<file path="config.mk">
export PLATFORM = sky130hd
export DESIGN_NAME = rr_arbiter_8
export DESIGN_NICKNAME = d
export VERILOG_FILES = /design/src/rtl/arb_pkg.sv /design/src/rtl/dec_3to8.sv /design/src/rtl/rr_pick_8.sv /design/src/rtl/rr_arbiter_8.sv
export SDC_FILE = /design/constraint.sdc
export NUM_CORES = 1
export LEC_CHECK = 0
export BUFFER_PORTS_ARGS = -buffer_cell sky130_fd_sc_hd__clkbuf_2
export CAP_MARGIN = 20
export CORE_MARGIN = 2
export CORE_UTILIZATION = 45
export CTS_BUF_LIST = sky130_fd_sc_hd__clkbuf_4 sky130_fd_sc_hd__clkbuf_8
export DETAILED_ROUTE_END_ITERATION = 7
export PLACE_DENSITY = 0.64
export SLEW_MARGIN = 20
export SYNTH_ARGS = -nofsm -noshare
export SYNTH_HDL_FRONTEND = slang
export SYNTH_SLANG_ARGS = --single-unit
</file>
<file path="constraint.sdc">
create_clock -name clk -period 3.79 [get_ports clk]
set_clock_uncertainty 0.2 [all_clocks]
set_input_delay 0.5685 -clock clk [delete_from_list [all_inputs] [get_ports clk]]
set_output_delay 0.5685 -clock clk [all_outputs]
set_load 0.02 [all_outputs]
</file>
<file path="src/rtl/arb_pkg.sv">
// -----------------------------------------------------------------------------
// arb_pkg
// Shared constants, state encoding and helpers for the 8-way round-robin
// arbiter (rr_arbiter_8) and its rotating-priority search (rr_pick_8).
//   N_REQ          number of requesters
//   ID_W           width of a requester index
//   arb_state_t    arbiter FSM state (ST_IDLE / ST_GRANT)
//   RESET_LAST_ID  "previous winner" after reset, so requester 0 leads
//   id_add()       requester index arithmetic with mod-N_REQ wrap
// -----------------------------------------------------------------------------
package arb_pkg;

  localparam int N_REQ = 8;
  localparam int ID_W  = 3;

  typedef enum logic {
    ST_IDLE  = 1'b0,
    ST_GRANT = 1'b1
  } arb_state_t;

  localparam logic [ID_W-1:0] RESET_LAST_ID = 3'd7;

  // Wraps naturally because the result is truncated to ID_W bits and
  // N_REQ is exactly 2**ID_W.
  function automatic logic [ID_W-1:0] id_add(input logic [ID_W-1:0] base,
                                             input int               off);
    int sum;
    sum    = int'(base) + off;
    id_add = ID_W'(sum);
  endfunction

endpackage

</file>
<file path="src/rtl/dec_3to8.sv">
// -----------------------------------------------------------------------------
// dec_3to8
// Shared 3-to-8 one-hot decoder with enable.
//   i_sel  in  3  index to decode
//   i_en   in  1  when low the output is all zero
//   o_dec  out 8  one-hot decode of i_sel, or 8'h00 when disabled
// -----------------------------------------------------------------------------
module dec_3to8 (
  input  logic [2:0] i_sel,
  input  logic       i_en,
  output logic [7:0] o_dec
);

  always_comb begin
    o_dec = 8'h00;
    if (i_en) begin
      o_dec[i_sel] = 1'b1;
    end
  end

endmodule

</file>
<file path="src/rtl/rr_pick_8.sv">
// -----------------------------------------------------------------------------
// rr_pick_8
// Combinational rotating-priority search. Starting just after last_id and
// wrapping mod 8, returns the first requester whose req bit is set.
//   req      in  8  request vector
//   last_id  in  3  previous winner; it gets the lowest priority
//   any      out 1  high when at least one request is present
//   win_id   out 3  selected requester (0 when any is low)
// -----------------------------------------------------------------------------
module rr_pick_8
  import arb_pkg::*;
(
  input  logic [N_REQ-1:0] req,
  input  logic [ID_W-1:0]  last_id,
  output logic             any,
  output logic [ID_W-1:0]  win_id
);

  logic [ID_W-1:0] w_win;

  // Walk the offsets from farthest (N_REQ, i.e. last_id itself) to nearest
  // (1); the last hit overwrites earlier ones, so the nearest set bit after
  // last_id wins without needing an early exit.
  always_comb begin
    w_win = '0;
    for (int k = N_REQ; k >= 1; k--) begin
      if (req[id_add(last_id, k)]) begin
        w_win = id_add(last_id, k);
      end
    end
  end

  assign any    = |req;
  assign win_id = w_win;

endmodule

</file>
<file path="src/rtl/rr_arbiter_8.sv">
// -----------------------------------------------------------------------------
// rr_arbiter_8
// 8-requester round-robin arbiter for one shared resource with a hold-time
// limit. A grant is issued one clock after the request is sampled, is kept
// while the owner holds its req bit, and is revoked after MAX_HOLD cycles of
// continuous ownership (MAX_HOLD = 0 disables the limit). Every release is
// followed by one idle cycle with no grant; the next search starts just after
// the released requester.
//   clk        in  1  clock, rising edge
//   rst_n      in  1  asynchronous active-low reset
//   req        in  8  request vector, bit i = requester i
//   gnt        out 8  one-hot grant, 8'h00 when no grant is active
//   gnt_id     out 3  current or most recent winner
//   gnt_valid  out 1  high while a grant is active
//   timeout    out 1  one-cycle pulse after a grant is revoked by the limit
// Parameters:
//   MAX_HOLD   maximum consecutive grant cycles, 0 = unlimited (0..255)
//   HOLD_W     hold counter width, 2**HOLD_W > MAX_HOLD
// -----------------------------------------------------------------------------
module rr_arbiter_8
  import arb_pkg::*;
#(
  parameter int unsigned MAX_HOLD = 16,
  parameter int unsigned HOLD_W   = 8
) (
  input  logic             clk,
  input  logic             rst_n,
  input  logic [N_REQ-1:0] req,
  output logic [N_REQ-1:0] gnt,
  output logic [ID_W-1:0]  gnt_id,
  output logic             gnt_valid,
  output logic             timeout
);

  localparam bit              HOLD_LIMITED = (MAX_HOLD != 0);
  // Counter value seen on the last permitted ownership cycle.
  localparam logic [HOLD_W-1:0] HOLD_LAST  =
    HOLD_LIMITED ? HOLD_W'(MAX_HOLD - 1) : '0;

  // Hold counter increment that sticks at all-ones instead of wrapping;
  // only reachable when the limit is disabled.
  function automatic logic [HOLD_W-1:0] sat_inc(input logic [HOLD_W-1:0] cnt);
    if (&cnt) begin
      sat_inc = cnt;
    end else begin
      sat_inc = cnt + 1'b1;
    end
  endfunction

  function automatic logic hold_expired(input logic [HOLD_W-1:0] cnt);
    hold_expired = HOLD_LIMITED && (cnt == HOLD_LAST);
  endfunction

  arb_state_t        r_state;
  logic [ID_W-1:0]   r_gnt_id;
  logic [ID_W-1:0]   r_last_id;
  logic [HOLD_W-1:0] r_hold_cnt;
  logic              r_timeout;

  arb_state_t        w_state_nxt;
  logic [ID_W-1:0]   w_gnt_id_nxt;
  logic [ID_W-1:0]   w_last_id_nxt;
  logic [HOLD_W-1:0] w_hold_nxt;
  logic              w_timeout_nxt;

  logic              w_pick_any;
  logic [ID_W-1:0]   w_pick_id;
  logic              w_gnt_valid;

  rr_pick_8 u_pick (
    .req     (req),
    .last_id (r_last_id),
    .any     (w_pick_any),
    .win_id  (w_pick_id)
  );

  // ---- next-state decision ----
  always_comb begin
    w_state_nxt   = r_state;
    w_gnt_id_nxt  = r_gnt_id;
    w_last_id_nxt = r_last_id;
    w_hold_nxt    = r_hold_cnt;
    w_timeout_nxt = 1'b0;

    case (r_state)
      ST_IDLE: begin
        if (w_pick_any) begin
          w_state_nxt  = ST_GRANT;
          w_gnt_id_nxt = w_pick_id;
          w_hold_nxt   = '0;
        end
      end

      ST_GRANT: begin
        // A voluntary release takes precedence; the limit only applies
        // while the owner is still asking for the resource.
        if (!req[r_gnt_id]) begin
          w_state_nxt   = ST_IDLE;
          w_last_id_nxt = r_gnt_id;
        end else if (hold_expired(r_hold_cnt)) begin
          w_state_nxt   = ST_IDLE;
          w_last_id_nxt = r_gnt_id;
          w_timeout_nxt = 1'b1;
        end else begin
          w_hold_nxt = sat_inc(r_hold_cnt);
        end
      end

      default: begin
        w_state_nxt = ST_IDLE;
      end
    endcase
  end

  // ---- state registers ----
  always_ff @(posedge clk or negedge rst_n) begin
    if (!rst_n) begin
      r_state    <= ST_IDLE;
      r_gnt_id   <= '0;
      r_last_id  <= RESET_LAST_ID;
      r_hold_cnt <= '0;
      r_timeout  <= 1'b0;
    end else begin
      r_state    <= w_state_nxt;
      r_gnt_id   <= w_gnt_id_nxt;
      r_last_id  <= w_last_id_nxt;
      r_hold_cnt <= w_hold_nxt;
      r_timeout  <= w_timeout_nxt;
    end
  end

  // ---- outputs ----
  assign w_gnt_valid = (r_state == ST_GRANT);

  dec_3to8 u_dec (
    .i_sel (r_gnt_id),
    .i_en  (w_gnt_valid),
    .o_dec (gnt)
  );

  assign gnt_id    = r_gnt_id;
  assign gnt_valid = w_gnt_valid;
  assign timeout   = r_timeout;

endmodule
</file>
Word level (Yosys, flattened, before mapping). Index checks and enable logic that the tools add are counted.

Memory bits (read-only): 0. Memories: 0. Bits in registers: 16. Latch bits: 0. Logic and storage cells: 80. RAM bits: 0. Output and inout port bits: 13.

Divide/modulo/power cells: 0. Bitwise operators: 1. Shifts and indexed selects: 0. Equality and inequality tests: 6. Multiply operators: 0. Reduce and logical (&&, ||, !) cells: 6. Magnitude comparators: 10. Mux-type cells: 43. $add $sub $neg: 9.

Operators by type and width (count): $mux 8 (5); $lt 3x4->1 const B (9); $mux 3 (10); $bmux 1 s3 (9); $mux 1 (16); $pmux 8 s2 (1); $add 3x3->3 const B (4); $add 8x1->8 const B (1); $eq 8x4->1 const B (1); $reduce_and 8->1 (1); $reduce_or 8->1 (1); $add 3x1->3 const B (2); $add 3x2->3 const B (2); $ne 2x1->1 const B (3); $ne 2x2->1 const B (2); $reduce_and 2->1 (2); $reduce_and 4->1 (1); $demux 1 s3 (1); $ge 3x1->1 const B (1); $pmux 1 s2 (1); $logic_and 1x1->1 (1); $not 1->1 (1).

Longest topological paths before layout. Gate-level depths: netlist of run 1.

Depth after elaboration: 11. Depth in mapped cells: 11. Depth with buffers taken out: 8.

By module. A second synthesis of run 1 with hierarchy kept.

Cell total of the unflattened synthesis: 200. Area total of the unflattened synthesis: 1888.1 um^2.

By module, submodules not included: rr_arbiter_8 (sequential area each 404.1 um^2, instances 1, cells an instance 93, area an instance 972.2 um^2); rr_pick_8 (sequential area each 0.0 um^2, instances 1, cells an instance 99, area an instance 820.8 um^2); dec_3to8 (sequential area each 0.0 um^2, instances 1, cells an instance 8, area an instance 95.1 um^2).

Least setup slack after synthesis of run 1. Ideal clock, no wire load.

Path type: register to register. From: register r_last_id[0]. To: register r_gnt_id[0], in the netlist gnt_id[0]. Arrival: 2506 ps. Setup slack: 958 ps. Required time: 3464 ps. Library setup time: 126 ps. Stages on the path, launching flop included: 12. Path through: dfstp_2 buf_6 inv_2 ha_1 buf_6 buf_6 mux2i_1 mux4_2 and2_1 o21ai_1 a211oi_2 a311o_1.

Word-level cells in the longest chain between the ends: 11.

RTL lines: from (decl) (line rr_arbiter_8.sv:56) `logic [ID_W-1:0] r_last_id;`; from (signal assigned) (line rr_arbiter_8.sv:126) `r_last_id <= w_last_id_nxt;`; $add 3x1->3 (line arb_pkg.sv:28) `sum = int'(base) + off;`; $bmux 1 s3 (line rr_pick_8.sv:27) `if (req[id_add(last_id, k)]) begin`; $mux 1 (not written as such) (line rr_pick_8.sv:27); $mux 3 (7 in series) (line rr_pick_8.sv:27); $mux 3 * (line rr_pick_8.sv:27); to (signal assigned) (line rr_arbiter_8.sv:125) `r_gnt_id <= w_gnt_id_nxt;`; to (decl) (line rr_arbiter_8.sv:55) `logic [ID_W-1:0] r_gnt_id;`.

Mark *: on every way between the ends. The rest lies on a longest branch, timed or not. The select of a mux whose other input is x is not followed. A chain may end at the register's enable or synchronous reset.

Worst setup path after layout of run 1.
From: register r_last_id[1]. To: register r_gnt_id[1], in the netlist gnt_id[1].

The elaborated chain is that of the path after synthesis.

==> metrics.txt, run 1 <==
Cells after DPL 258; FMAX 300 MHz; share of cells above drive strength 1 0.292; fin crit share 0.880; clk slew on worst S/H paths 60 ps; Crit path required time 3730 ps; PostCTS Resize Cnt 0; clk root buf clkbuf_8; Post-CTS Hold Fix Bufs 0; Initial Util 0.467; later-pin clock latency in the skew report 260 ps; vias in the first global route 1,506; Congestion Overflow GR 0; Worst Hold Class primary input to asynchronous set/reset pin; Routed Antenna Nets 0; relative slew slack 0.647; Async SR Flop Fraction 1.00; GP Congestion about 0.95; largest net degree at the start of global routing 19; area of the die 4680 sq um; cell taking the most area after synthesis dfrtp_1; post-synthesis cell type count 48; Fin. Hold Viols 0; total wire length after detailed routing 4670 um; Final TNS setup 0 ps; Num CTS Buffers 3; Leakage 0.837 nW; crit-path max cell delay 700 ps; flop2flop setup slack 460 ps; Vias approximately 1,600; startpoint types register; num ports 23; Area contributors post-synth dfrtp_1 (17%), mux4_2 (16%), mux2i_1 (8.0%), mux2_2 (4.8%), nor2_1 (4.4%); CP Capture Type register; die height a little under 70 um; chip width 68.4 um; Mapped Cells 197; maximum clock insertion buffer count 2; H-tree depth 1; drc violations 0; Yosys top cell area share 0.174; max-slew violations 0; setup violators final 0; global-route wire length before repair 7730 um; Netlist Area Pre-Place about 1900 sq um; wire per inst 17.8 um; PnR Total Power around 2 mW; cell area power density 1010 nW/um^2; port bufs 22; Max VDD drop 401 uV; 1st-iter DRT viols roughly 160; Mapped Nets 210; Vias per Instance between 6 and 7; Post-CTS Setup Repair Bufs 0; crit-path max FO 13; worst path cell trace inv_2 > ha_1 > mux4_2 > nor2b_1 > a21oi_1 > nand2_1 > nor3_1 > a211oi_1; total clock sinks 16; Tmin final 3330 ps; synth warn 0; count leader, synth nor2_1; crit path DAT 3270 ps; DP HPWL 3410 um; worst-margin pin slew between 500 and 600 ps; Final WS setup 455 ps; # diodes 0; unrepaired setup endpoints after global routing no; #FFs+latches synth 16; CTS tree done; Filler Cells Inserted 357; global router's overall resource usage 0.225; outcome finished clean; NumNets Final 226; # Max-Cap Violations 0; register area share after synthesis 0.216; EDFF count, synth 0; pre-CTS WS 515 ps; top post-synthesis cells by count nor2_1 (22), nand2_1 (19), mux2i_1 (15); core area 4000 sq um; WHS 36.4 ps; fin cells 262; cell row count 23; Synth Flop Type dfrtp_1; Mapped Avg Cell Area between 9 and 10 sq um; antenna violations before repair 0; drt pass-1 iters 5; Worst Path Class, Setup register to register; Synth-to-Final Area Change 8.38%; CP max-delay cell dfstp_2
[cells in the final DEF (no fill, tap or decap), types with 4 or more instances in the layout]
cell / count
mux4_2: 13
nand2_1: 19
xor2_1: 6
mux2i_1: 15
nor2_1: 22
o21ai_0: 5
nand2b_1: 5
dfrtp_1: 13
clkbuf_2: 22
nand3_1: 13
nor3_1: 5
a21oi_1: 5
mux2_2: 8
clkbuf_8: 4
[critical path: cells and delay by family (launching register included)]
kind                       cells  cell delay [ps]
muxes                          1              590
DFF                            1              700
and+or+nand+nor                3              530
buffers and inverters          1              160
AOI/OAI and AO/OA              2              420
adders and majority gates      1              600
[final cells by class]
cell class	count	area, sq um	share of cell area
repair buffers	24	125	0.0618
clock buffers	4	55.1	0.0272
inverters	5	18.8	0.00928
multi-input cells	163	1360	0.671
well taps	50	62.6	0.0309
flip-flops and latches	16	404	0.200
[report_power, final]
group | switching, mW | internal, mW | leakage (nW) | total (mW)
clock | 0.0634 | 0.0924 | 0.0288 | 0.156
combinational | 0.826 | 0.688 | 0.608 | 1.51
sequential | 0.127 | 0.242 | 0.200 | 0.369
total | 1.02 | 1.02 | 0.837 | 2.04
[flip-flops by register name, indices dropped and copies added, names as in the netlist]
| signal | cells |
|---|---|
| r_hold_cnt | 8 |
| gnt_id | 3 |
| r_last_id | 3 |
| gnt_valid | 1 |
| timeout | 1 |
[cell families (layout without fill, tap and decap cells)]
logic type | Yosys count | count (layout) | share of synthesized area
AO/OA/AOI/OAI | 38 | 38 | 0.172
XOR/XNOR | 7 | 7 | 0.0328
adder cells (fa/ha/maj) | 3 | 3 | 0.0201
buffers and inverters | 18 | 33 | 0.0563
flip-flops | 16 | 16 | 0.216
multiplexers | 38 | 38 | 0.308
AND/OR/NAND/NOR | 77 | 77 | 0.195
[per-layer routing]
metal / track usage / part of all wire / up-vias
met5: 0 / 0 / -
met4: 0.0850 / 0.019 / 0
met3: 0.0493 / 0.059 / 7
met2: 0.339 / 0.46 / 58
met1: 0.312 / 0.46 / 787
li1: - / - / 781
[per-stage QoR]
step	util	area [sq um]
CTS	0.506	2020
finish	0.506	2020
global placement	0.492	1970
detailed placement	0.492	1970
global route	0.506	2020
floorplan	-	1870
[path summary, 6_finish.rpt]
kind                                                 from                        end  cells past startpoint
worst min-delay path                                rst_n  r_hold_cnt[4]$_DFFE_PN0P_                      1
min in group clk                r_hold_cnt[1]$_DFFE_PN0P_  r_hold_cnt[1]$_DFFE_PN0P_                      2
worst min register to register  r_hold_cnt[1]$_DFFE_PN0P_  r_hold_cnt[1]$_DFFE_PN0P_                      2
worst max-delay path             r_last_id[1]$_DFFE_PN1P_      gnt_id[1]$_DFFE_PN0P_                      8
max in group asynchronous                           rst_n   r_last_id[1]$_DFFE_PN1P_                      1
worst max register to register   r_last_id[1]$_DFFE_PN1P_      gnt_id[1]$_DFFE_PN0P_                      8
No activity file was read; power rests on OpenSTA's default activity.
==> inputs of run 2 (changes only) <==
Settings changed: CELL_PAD_IN_SITES_DETAIL_PLACEMENT from default to 1, CELL_PAD_IN_SITES_GLOBAL_PLACEMENT from default to 2, CORE_UTILIZATION 45 to 38, PLACE_DENSITY 0.64 to 0.82.
==> metrics.txt, run 2 (synthesis results as in run 1) <==
drc violations 0 (unchanged); Internal 1.00 mW (-1.9%); max reg flops 8 (unchanged); CP Capture Type register; global-route wire length before repair 8530 um (+10%); FMAX 288 MHz (-4.1%); H-tree depth 1 (unchanged); outcome finished clean; Crit path required time 3720 ps (about the same); Post-CTS Setup Repair Bufs 0 (unchanged); fin crit share 0.917 (+0.0376); cell row count 25 (+8.7%); Filler Cells Inserted 546 (+53%); Worst Path Class, Setup register to register; Post-CTS Hold Fix Bufs 0 (unchanged); Cells after DPL 274 (+6.2%); clk slew on worst S/H paths 70 ps (about the same); chip width 74.1 um (+8.3%); wire per inst 18.6 um (+4.6%); later-pin clock latency in the skew report 250 ps (about the same); PostCTS Resize Cnt 0 (unchanged); Synth-to-Final Area Change 8.78%; drt pass-1 iters 6 (+1); CTS tree done; crit path DAT 3400 ps (+130 ps); Vias 1,650 (+1.0%); relative slew slack 0.519 (-0.129); Initial Util 0.395 (-0.0715); NetSw 1.03 mW (+1.5%); cell area power density 1000 nW/um^2 (-0.59%); clock share of power 0.069 (-0.007); antenna violations before repair 0 (unchanged); Switching Fraction 0.507 (+0.00867); clk root buf clkbuf_8; Fin. Hold Viols 0 (unchanged); num ports 23 (unchanged); core area 4720 sq um (+18%); fin cells 278 (+6.1%); max-slew violations 0 (unchanged); Vias per Instance 5.94 (-4.8%); startpoint types register; NumNets Final 225 (-0.44%); area of the die 5490 sq um (+17%); unrepaired setup endpoints after global routing no; Reg with most FFs r_hold_cnt; 1st-iter DRT viols 66 (-58%); Leakage 0.829 nW (-0.88%); GP Congestion 0.829 (-13%); crit-path max FO 16 (+3); worst-margin pin slew 722 ps (+195 ps); port bufs 22 (unchanged); Routed Antenna Nets 0 (unchanged); DP HPWL 3930 um (+15%); Congestion Overflow GR 0 (unchanged); maximum clock insertion buffer count 2 (unchanged); Final TNS setup 0 ps (unchanged); global router's overall resource usage 0.200 (-0.0241); Worst Hold Class primary input to asynchronous set/reset pin; die height 74.1 um (+8.3%); Sequential Power Share 0.185 (+0.004); total wire length after detailed routing 5180 um (+11%); vias in the first global route 1,716 (+14%); Num CTS Buffers 3 (unchanged); CP max-delay cell ha_1; most frequent cells in the layout nor2_1 (22), clkbuf_2 (22), nand2_1 (19); crit-path max cell delay 790 ps (+90 ps); # Max-Cap Violations 0 (unchanged); worst path cell trace inv_2 > ha_1 > mux4_2 > nor2b_1 > a21oi_1 > o31ai_1 > a311o_1; setup violators final 0 (unchanged); Max VDD drop 433 uV (+7.8%); total clock sinks 16 (unchanged); Gate power share 0.746 (+0.004); WHS 35.6 ps (-0.847 ps); share of cells above drive strength 1 0.289 (-0.00335); Tmin final 3480 ps (+143 ps); # diodes 0 (unchanged); largest net degree at the start of global routing 19 (unchanged)
-- run 2: cell types whose count changed in the layout (fill, tap and decap cells not counted) --
cell,delta
buf_4,-1
clkbuf_8,-1
clkbuf_4,+1
-- run 2: power groups by stage --
stage | clock network (mW) | registers, mW | logic, mW
after global placement | 0 | 0.371 | 1.46
final | 0.140 | 0.377 | 1.52
after floorplan | 0 | 0.304 | 1.32
after CTS | 0.147 | 0.376 | 1.53
after global routing | 0.152 | 0.389 | 1.67
after detailed placement | 0 | 0.379 | 1.52
-- run 2: routing by layer --
metal | global-route usage | share of wire | vias to the layer above
li1 | - | - | 773
met1 | 0.244 | 0.44 | 844
met2 | 0.375 | 0.53 | 25
met3 | 0.0108 | 0.018 | 8
met4 | 0.0667 | 0.016 | 0
met5 | 0 | 0 | -
-- run 2: layout make-up --
| type | count | area, sq um | share of cell area |
|---|---|---|---|
| inverter | 5 | 18.8 | 0.00924 |
| sequential | 16 | 404 | 0.199 |
| timing repair buffer | 23 | 118 | 0.0579 |
| clock buffer | 4 | 48.8 | 0.0240 |
| multi-input combinational | 163 | 1360 | 0.669 |
| tap | 67 | 83.8 | 0.0413 |
-- run 2: critical path: cells and delay by family, from the launching register on --
family          cells  cell delay (ps)
compound gates      3              720
fa+ha+maj           1              790
buf+inv             1              170
flops               1              700
mux                 1              620
simple gates        1              160
-- run 2: final timing paths --
path                       cells after the start  slack, ps                       from                   endpoint
max reg2reg                                    7        310   r_last_id[1]$_DFFE_PN1P_      gnt_id[0]$_DFFE_PN0P_
min reg2reg                                    2        330  r_hold_cnt[0]$_DFFE_PN0P_  r_hold_cnt[0]$_DFFE_PN0P_
max in group asynchronous                      1       3020                      rst_n   r_last_id[2]$_DFFE_PN1P_
min in group clk                               2        330  r_hold_cnt[0]$_DFFE_PN0P_  r_hold_cnt[0]$_DFFE_PN0P_
max                                            7        310   r_last_id[1]$_DFFE_PN1P_      gnt_id[0]$_DFFE_PN0P_
min                                            1         40                      rst_n  r_hold_cnt[0]$_DFFE_PN0P_
-- run 2: per-stage QoR --
stage	total power, mW	util	setup slack, ps	area, sq um
6_report	2.03	0.430	313	2030
4_1_cts	2.05	0.430	335	2030
3_3_place_gp	1.83	0.420	429	1980
3_5_place_dp	1.90	0.420	341	1980
2_1_floorplan	1.63	-	958	1870
5_1_grt	2.21	0.430	94.3	2030
